==> src/rtl/shift_seq_pkg.sv <==
// Shared FSM state encoding and shift-direction constants for shift_seq_ctrl.
package shift_seq_pkg;

  typedef enum logic [1:0] {
    ST_IDLE,
    ST_SHIFT,
    ST_DONE
  } state_t;

  localparam logic DIR_MSB = 1'b1;
  localparam logic DIR_LSB = 1'b0;

endpackage

==> src/rtl/shift_seq_ctrl_if.sv <==
// Transfer request/response bundle for shift_seq_ctrl.
// The rot signal exists only when SHIFT_ROTATE_EN is defined.
interface shift_seq_ctrl_if #(
  parameter int WIDTH = 4,
  parameter int CW    = $clog2(WIDTH) + 1
);
  logic             start;
  logic             dir;
  logic [CW-1:0]    len;
  logic [WIDTH-1:0] load_data;
  logic             ser_in;
`ifdef SHIFT_ROTATE_EN
  logic             rot;
`endif
  logic [WIDTH-1:0] q;
  logic             ser_out;
  logic             busy;
  logic             done;

`ifdef SHIFT_ROTATE_EN
  modport master (
    output start, dir, len, load_data, ser_in, rot,
    input  q, ser_out, busy, done
  );
  modport slave (
    input  start, dir, len, load_data, ser_in, rot,
    output q, ser_out, busy, done
  );
`else
  modport master (
    output start, dir, len, load_data, ser_in,
    input  q, ser_out, busy, done
  );
  modport slave (
    input  start, dir, len, load_data, ser_in,
    output q, ser_out, busy, done
  );
`endif

endinterface

==> src/rtl/shift_seq_ctrl_core.sv <==
// shift_core: WIDTH-bit bidirectional shift register with parallel load
// and a registered copy of the bit shifted out.
module shift_core
  import shift_seq_pkg::*;
#(
  parameter int WIDTH = 4
) (
  input  logic             clk,
  input  logic             rst,
  input  logic             i_load,
  input  logic [WIDTH-1:0] i_load_data,
  input  logic             i_shift_en,
  input  logic             i_dir,
  input  logic             i_ser_in,
  output logic [WIDTH-1:0] o_q,
  output logic             o_ser_out
);

  logic [WIDTH-1:0] r_q;
  logic             r_ser_out;

  always_ff @(posedge clk or posedge rst) begin
    if (rst) begin
      r_q       <= '0;
      r_ser_out <= 1'b0;
    end else if (i_load) begin
      r_q <= i_load_data;
    end else if (i_shift_en) begin
      if (i_dir == DIR_MSB) begin
        r_q       <= {r_q[WIDTH-2:0], i_ser_in};
        r_ser_out <= r_q[WIDTH-1];
      end else begin
        r_q       <= {i_ser_in, r_q[WIDTH-1:1]};
        r_ser_out <= r_q[0];
      end
    end
  end

  assign o_q       = r_q;
  assign o_ser_out = r_ser_out;

endmodule

==> src/rtl/shift_seq_ctrl.sv <==
// shift_seq_ctrl: sequences a counted serial shift of a loaded word.
// Optional circular shifting via the SHIFT_ROTATE_EN macro.
module shift_seq_ctrl
  import shift_seq_pkg::*;
#(
  parameter int WIDTH = 4,
  parameter int CW    = $clog2(WIDTH) + 1
) (
  input  logic             clk,
  input  logic             rst,
  shift_seq_ctrl_if.slave  bus
);

  state_t           r_state;
  state_t           w_next_state;
  logic [CW-1:0]    r_cnt;
  logic             r_dir;
  logic [CW-1:0]    w_len_sat;
  logic             w_load;
  logic             w_shift_en;
  logic             w_ser_bit;
  logic [WIDTH-1:0] w_q;
  logic             w_ser_out;

  // Requests longer than the register saturate so the count cannot wrap.
  assign w_len_sat = (bus.len > CW'(WIDTH)) ? CW'(WIDTH) : bus.len;

`ifdef SHIFT_ROTATE_EN
  logic r_rot;
  logic w_out_bit;

  assign w_out_bit = (r_dir == DIR_MSB) ? w_q[WIDTH-1] : w_q[0];
  assign w_ser_bit = r_rot ? w_out_bit : bus.ser_in;

  always_ff @(posedge clk or posedge rst) begin
    if (rst) begin
      r_rot <= 1'b0;
    end else if (w_load) begin
      r_rot <= bus.rot;
    end
  end
`else
  assign w_ser_bit = bus.ser_in;
`endif

  always_ff @(posedge clk or posedge rst) begin
    if (rst) begin
      r_state <= ST_IDLE;
    end else begin
      r_state <= w_next_state;
    end
  end

  always_comb begin
    w_next_state = r_state;
    unique case (r_state)
      ST_IDLE: begin
        if (bus.start) begin
          w_next_state = (w_len_sat != '0) ? ST_SHIFT : ST_DONE;
        end
      end
      ST_SHIFT: begin
        if (r_cnt <= CW'(1)) begin
          w_next_state = ST_DONE;
        end
      end
      ST_DONE: w_next_state = ST_IDLE;
      default: w_next_state = ST_IDLE;
    endcase
  end

  always_comb begin
    w_load     = 1'b0;
    w_shift_en = 1'b0;
    bus.busy   = 1'b0;
    bus.done   = 1'b0;
    unique case (r_state)
      ST_IDLE:  w_load = bus.start;
      ST_SHIFT: begin
        w_shift_en = 1'b1;
        bus.busy   = 1'b1;
      end
      ST_DONE: begin
        bus.busy = 1'b1;
        bus.done = 1'b1;
      end
      default: ;
    endcase
  end

  always_ff @(posedge clk or posedge rst) begin
    if (rst) begin
      r_cnt <= '0;
      r_dir <= 1'b0;
    end else if (w_load) begin
      r_cnt <= w_len_sat;
      r_dir <= bus.dir;
    end else if (w_shift_en) begin
      r_cnt <= r_cnt - CW'(1);
    end
  end

  shift_core #(
    .WIDTH (WIDTH)
  ) u_core (
    .clk         (clk),
    .rst         (rst),
    .i_load      (w_load),
    .i_load_data (bus.load_data),
    .i_shift_en  (w_shift_en),
    .i_dir       (r_dir),
    .i_ser_in    (w_ser_bit),
    .o_q         (w_q),
    .o_ser_out   (w_ser_out)
  );

  assign bus.q       = w_q;
  assign bus.ser_out = w_ser_out;

endmodule

==> src/flat_wrapper.sv <==
// flat-port wrapper written by rule: the top's interface ports become plain ports
module shift_seq_ctrl_flat import shift_seq_pkg::*;
#(
  parameter int WIDTH = 4,
  parameter int CW    = $clog2(WIDTH) + 1
)
  (clk, rst, bus_start, bus_dir, bus_len, bus_load_data, bus_ser_in, bus_q, bus_ser_out, bus_busy, bus_done);
  shift_seq_ctrl_if #(.WIDTH(WIDTH), .CW(CW)) bus_i ();
  input  logic clk;
  input  logic rst;
  input wire logic [$bits(bus_i.start)-1:0] bus_start;
  input wire logic [$bits(bus_i.dir)-1:0] bus_dir;
  input wire logic [$bits(bus_i.len)-1:0] bus_len;
  input wire logic [$bits(bus_i.load_data)-1:0] bus_load_data;
  input wire logic [$bits(bus_i.ser_in)-1:0] bus_ser_in;
  output wire logic [$bits(bus_i.q)-1:0] bus_q;
  output wire logic [$bits(bus_i.ser_out)-1:0] bus_ser_out;
  output wire logic [$bits(bus_i.busy)-1:0] bus_busy;
  output wire logic [$bits(bus_i.done)-1:0] bus_done;
  assign bus_i.start = bus_start;
  assign bus_i.dir = bus_dir;
  assign bus_i.len = bus_len;
  assign bus_i.load_data = bus_load_data;
  assign bus_i.ser_in = bus_ser_in;
  assign bus_q = bus_i.q;
  assign bus_ser_out = bus_i.ser_out;
  assign bus_busy = bus_i.busy;
  assign bus_done = bus_i.done;
  shift_seq_ctrl #(.WIDTH(WIDTH), .CW(CW)) u_core (.clk(clk), .rst(rst), .bus(bus_i));
endmodule
==> config.mk <==
export PLATFORM = sky130hd
export DESIGN_NAME = shift_seq_ctrl_flat
export DESIGN_NICKNAME = d
export VERILOG_FILES = /design/src/rtl/shift_seq_pkg.sv /design/src/rtl/shift_seq_ctrl_if.sv /design/src/rtl/shift_seq_ctrl_core.sv /design/src/rtl/shift_seq_ctrl.sv /design/src/flat_wrapper.sv
export SDC_FILE = /design/constraint.sdc
export NUM_CORES = 1
export LEC_CHECK = 0
export ABC_AREA = 0
export CAP_MARGIN = 15
export CORE_MARGIN = 1.5
export CORE_UTILIZATION = 45
export CTS_BUF_LIST = sky130_fd_sc_hd__clkbuf_8
export DETAILED_ROUTE_END_ITERATION = 16
export PLACE_DENSITY_LB_ADDON = 0.15
export SETUP_SLACK_MARGIN = 0.5
export SLEW_MARGIN = 40
export SYNTH_ARGS = -nofsm -noshare
export SYNTH_HDL_FRONTEND = slang
export SYNTH_SLANG_ARGS = --single-unit
==> constraint.sdc <==
create_clock -name clk -period 2.1 [get_ports clk]
set_input_delay 0.42 -clock clk [delete_from_list [all_inputs] [get_ports clk]]
set_output_delay 0.42 -clock clk [all_outputs]
set_load 0.005 [all_outputs]
==> flow_summary.toml <==
[min_path]
hold_class = "primary input to async pin"

[power]
switchingPower_uw = 504.6
p_leak_uw = 0.0004563
swShare_pct = 35.76
total_power_uw = 1411
p_clk_share_pct = 14.4
intPower_uw = 906.6
power_density_nw_per_um2 = 1463
power_frac_comb_pct = 56.0
seqPwrFrac_pct = 29.6
ir_drop_uv = 725.8

[synth]
seq_area_frac_synth_pct = 40.67
synth_nets = 86
synth.distinct_cells = 26
avgSynthCellArea_um2 = 9.810
yosysTopAreaCellShare_pct = 40.67
synth-simple-area-share_pct = 10.54
ys_top_cells_by_area = "dfrtp_1 (41%), ha_1 (9.2%), mux2i_1 (7.4%)"
synth_top_family_by_area = "compound AO/OA/AOI/OAI gates"
synth_compound_area_share_pct = 19.22
muxShareOfSynthArea_pct = 9.057
syn_area_um2 = 676.9
synth_fa_ha_area_share_pct = 9.242
syn_inst = 69
synth-xor-area-share_pct = 2.588
synth.largest_area_cell = "dfrtp_1"
ys_ff_latch = 11
yosys_warnings = 0

[critical_path]
cp-start-kind = "flop"
path_buf_inv = 1
crit_path_cell_trace = "clkdlybuf4s50_1"
required_ps = 1680
regToRegSetupSlack_ps = 640
critical_path_class = "flop to output port"
cp_top_family = "buffers and inverters"
crit_fanout = 4
cp.arrival_ps = 1130
slowest_delay_ps = 510
cpMaxStageDelayCell = "clkdlybuf4s50_1"
end_kind = "output port"

[placed_design]
dp_hpwl_um = 1066
place_congestion = 0.7567
io_buffers = 18
pre_cts_slack_ps = 474.0

[layout]
antenna_cells = 0
drive_gt1_share_pct = 19.59
fin_util_pct = 71.46
area_growth_pct = 42.51
nNetsFinal = 115

[floorplanning]
die_h_um = 41.79
pin_count = 19
initial_core_util_pct = 50.14
rows = 13
dieArea_um2 = 1746
coreArea_um2 = 1350
fp.dieW_um = 41.79

[timing]
relSlewSlack_pct = 71.20
hold_violations = 0
fin_ws_ps = 549.0
timing.hold.ws_ps = 487.6
setup-tns-final_ps = 0
final.period_utilization_pct = 73.86
skew_ps = 5.920
slew_viol_final = 0
setup_viol_count_final = 0
worst_slew_pin_slew_ps = 431.5
max_freq_mhz = 644.8
rsz0062_at_grt = "no"
period_minus_slack_ps = 1551

[clock_network]
htreeDepth = 1
cts_tree = "built"
cts.reportedPaths.clkPinSlew_ps = 50
worstSkewPairLatency_ps = 240
cts_root_buffer = "clkbuf_8"
cts_made_buffers = 3
clock-sinks = 11
hold_buffers = 0
cts_buffer_depth = 2

[routing]
finalWirelength_um = 1461
drtIter0Drc = 9
viasPerCell = 5.223
drc = 0
wl_per_cell_um = 13.04
drt_pre_antenna_iters = 4
drtAntennaViolNets = 0
num_vias = 585

[job]
cap_violations = 0

[global_routing]
grtUsageTotal_pct = 19.09
grt_pass1_wl_um = 2518
grt_pass1_vias = 603
grt_max_degree = 12
grt_antenna_before_repair = 0
grt_overflow = 0

[status]
outcome = "finished clean"
-- routing by layer --
layer	global-route usage [%]	routed length, µm
met1	23.29	663
met5	0	0
met2	30.94	734
met3	7.826	64
met4	5.161	0
-- layout make-up --
cell class              instances  area [µm²]
multi-input cells              47       345.3
clock buffers                   3       41.29
clock inverters                 1       3.754
flip-flops and latches         11       275.3
inverters                       6       22.52
fillers                       108       385.4
well taps                      15       18.77
repair buffers                 29       257.7
-- power groups by stage --
| stage | logic, µW | clock network (µW) | registers, µW |
|---|---|---|---|
| after global routing | 884 | 224 | 435 |
| after CTS | 700 | 209 | 424 |
| final | 790 | 204 | 418 |
| after global placement | 661 | 0 | 426 |
| after detailed placement | 684 | 0 | 429 |
| after floorplan | 471 | 0 | 396 |
-- synthesized netlist by cell type, drive strengths merged --
cell and n:
mux2 1, a211oi 4, inv 6, o31a 1, o31ai 1, o311ai 1, buf 5, nand2b 1
ha 5, mux2i 5, nand2 4, xor2 1, a21o 4, nor2 6, and2 1, xnor2 1
a21oi 3, nand3b 2, dfrtp 11, or3 1, a32o 1, o21ai 4
-- flip-flops by register name (all words and copies together), names as in the netlist --
register	count
u_core.u_core.o_ser_out	1
u_core.r_cnt	3
u_core.r_state	2
u_core.r_dir	1
u_core.u_core.o_q	4
-- metrics by stage --
step                      instances  instance area, µm²
final                           112               964.7
after global routing            112               964.7
after CTS                       106               919.6
after detailed placement        100               862.1
after global placement          100               862.1
after floorplan                  69               676.9
-- timing repair --
item                       4_1_cts  5_1_grt
pin swaps                        0        0
resized for setup                2        6
setup endpoints to repair        2       11
gates cloned                     0        0
buffers inserted                 2        6
-- cells by family (layout without fill, tap and decap cells) --
kind of cell    after synthesis  after routing
flops                        11             11
mux                           6              6
xor+xnor                      2              2
buf+inv                      11             39
compound gates               19             19
fa+ha+maj                     5              5
simple gates                 15             15
-- layout by cell type, fill, tap and decap left out, drive strengths merged --
| master | count |
|---|---|
| xor2 | 1 |
| mux2 | 1 |
| o311ai | 1 |
| a21oi | 3 |
| o21ai | 4 |
| inv | 7 |
| a32o | 1 |
| o31ai | 1 |
| a211oi | 4 |
| dfrtp | 11 |
| o31a | 1 |
| nand2b | 1 |
| a21o | 4 |
| nand2 | 4 |
| xnor2 | 1 |
| buf | 11 |
| clkbuf | 4 |
| mux2i | 5 |
| clkdlybuf4s50 | 16 |
| ha | 5 |
| clkdlybuf4s15 | 1 |
| and2 | 1 |
| nor2 | 6 |
| nand3b | 2 |
| or3 | 1 |
-- worst paths after layout --
check | startpoint | end | cells past startpoint
worst max register to register | u_core.r_state[0] | u_core.r_state[1] | 5
worst max-delay path | u_core.u_core.o_q[1] | bus_q[1] | 1
max in group asynchronous | rst | u_core.r_cnt[0] | 2
min in group clk | u_core.r_state[1] | u_core.r_state[1] | 2
worst min register to register | u_core.r_state[1] | u_core.r_state[1] | 2
worst min-delay path | rst | u_core.r_cnt[2] | 2
No activity file was read; power rests on OpenSTA's default activity.
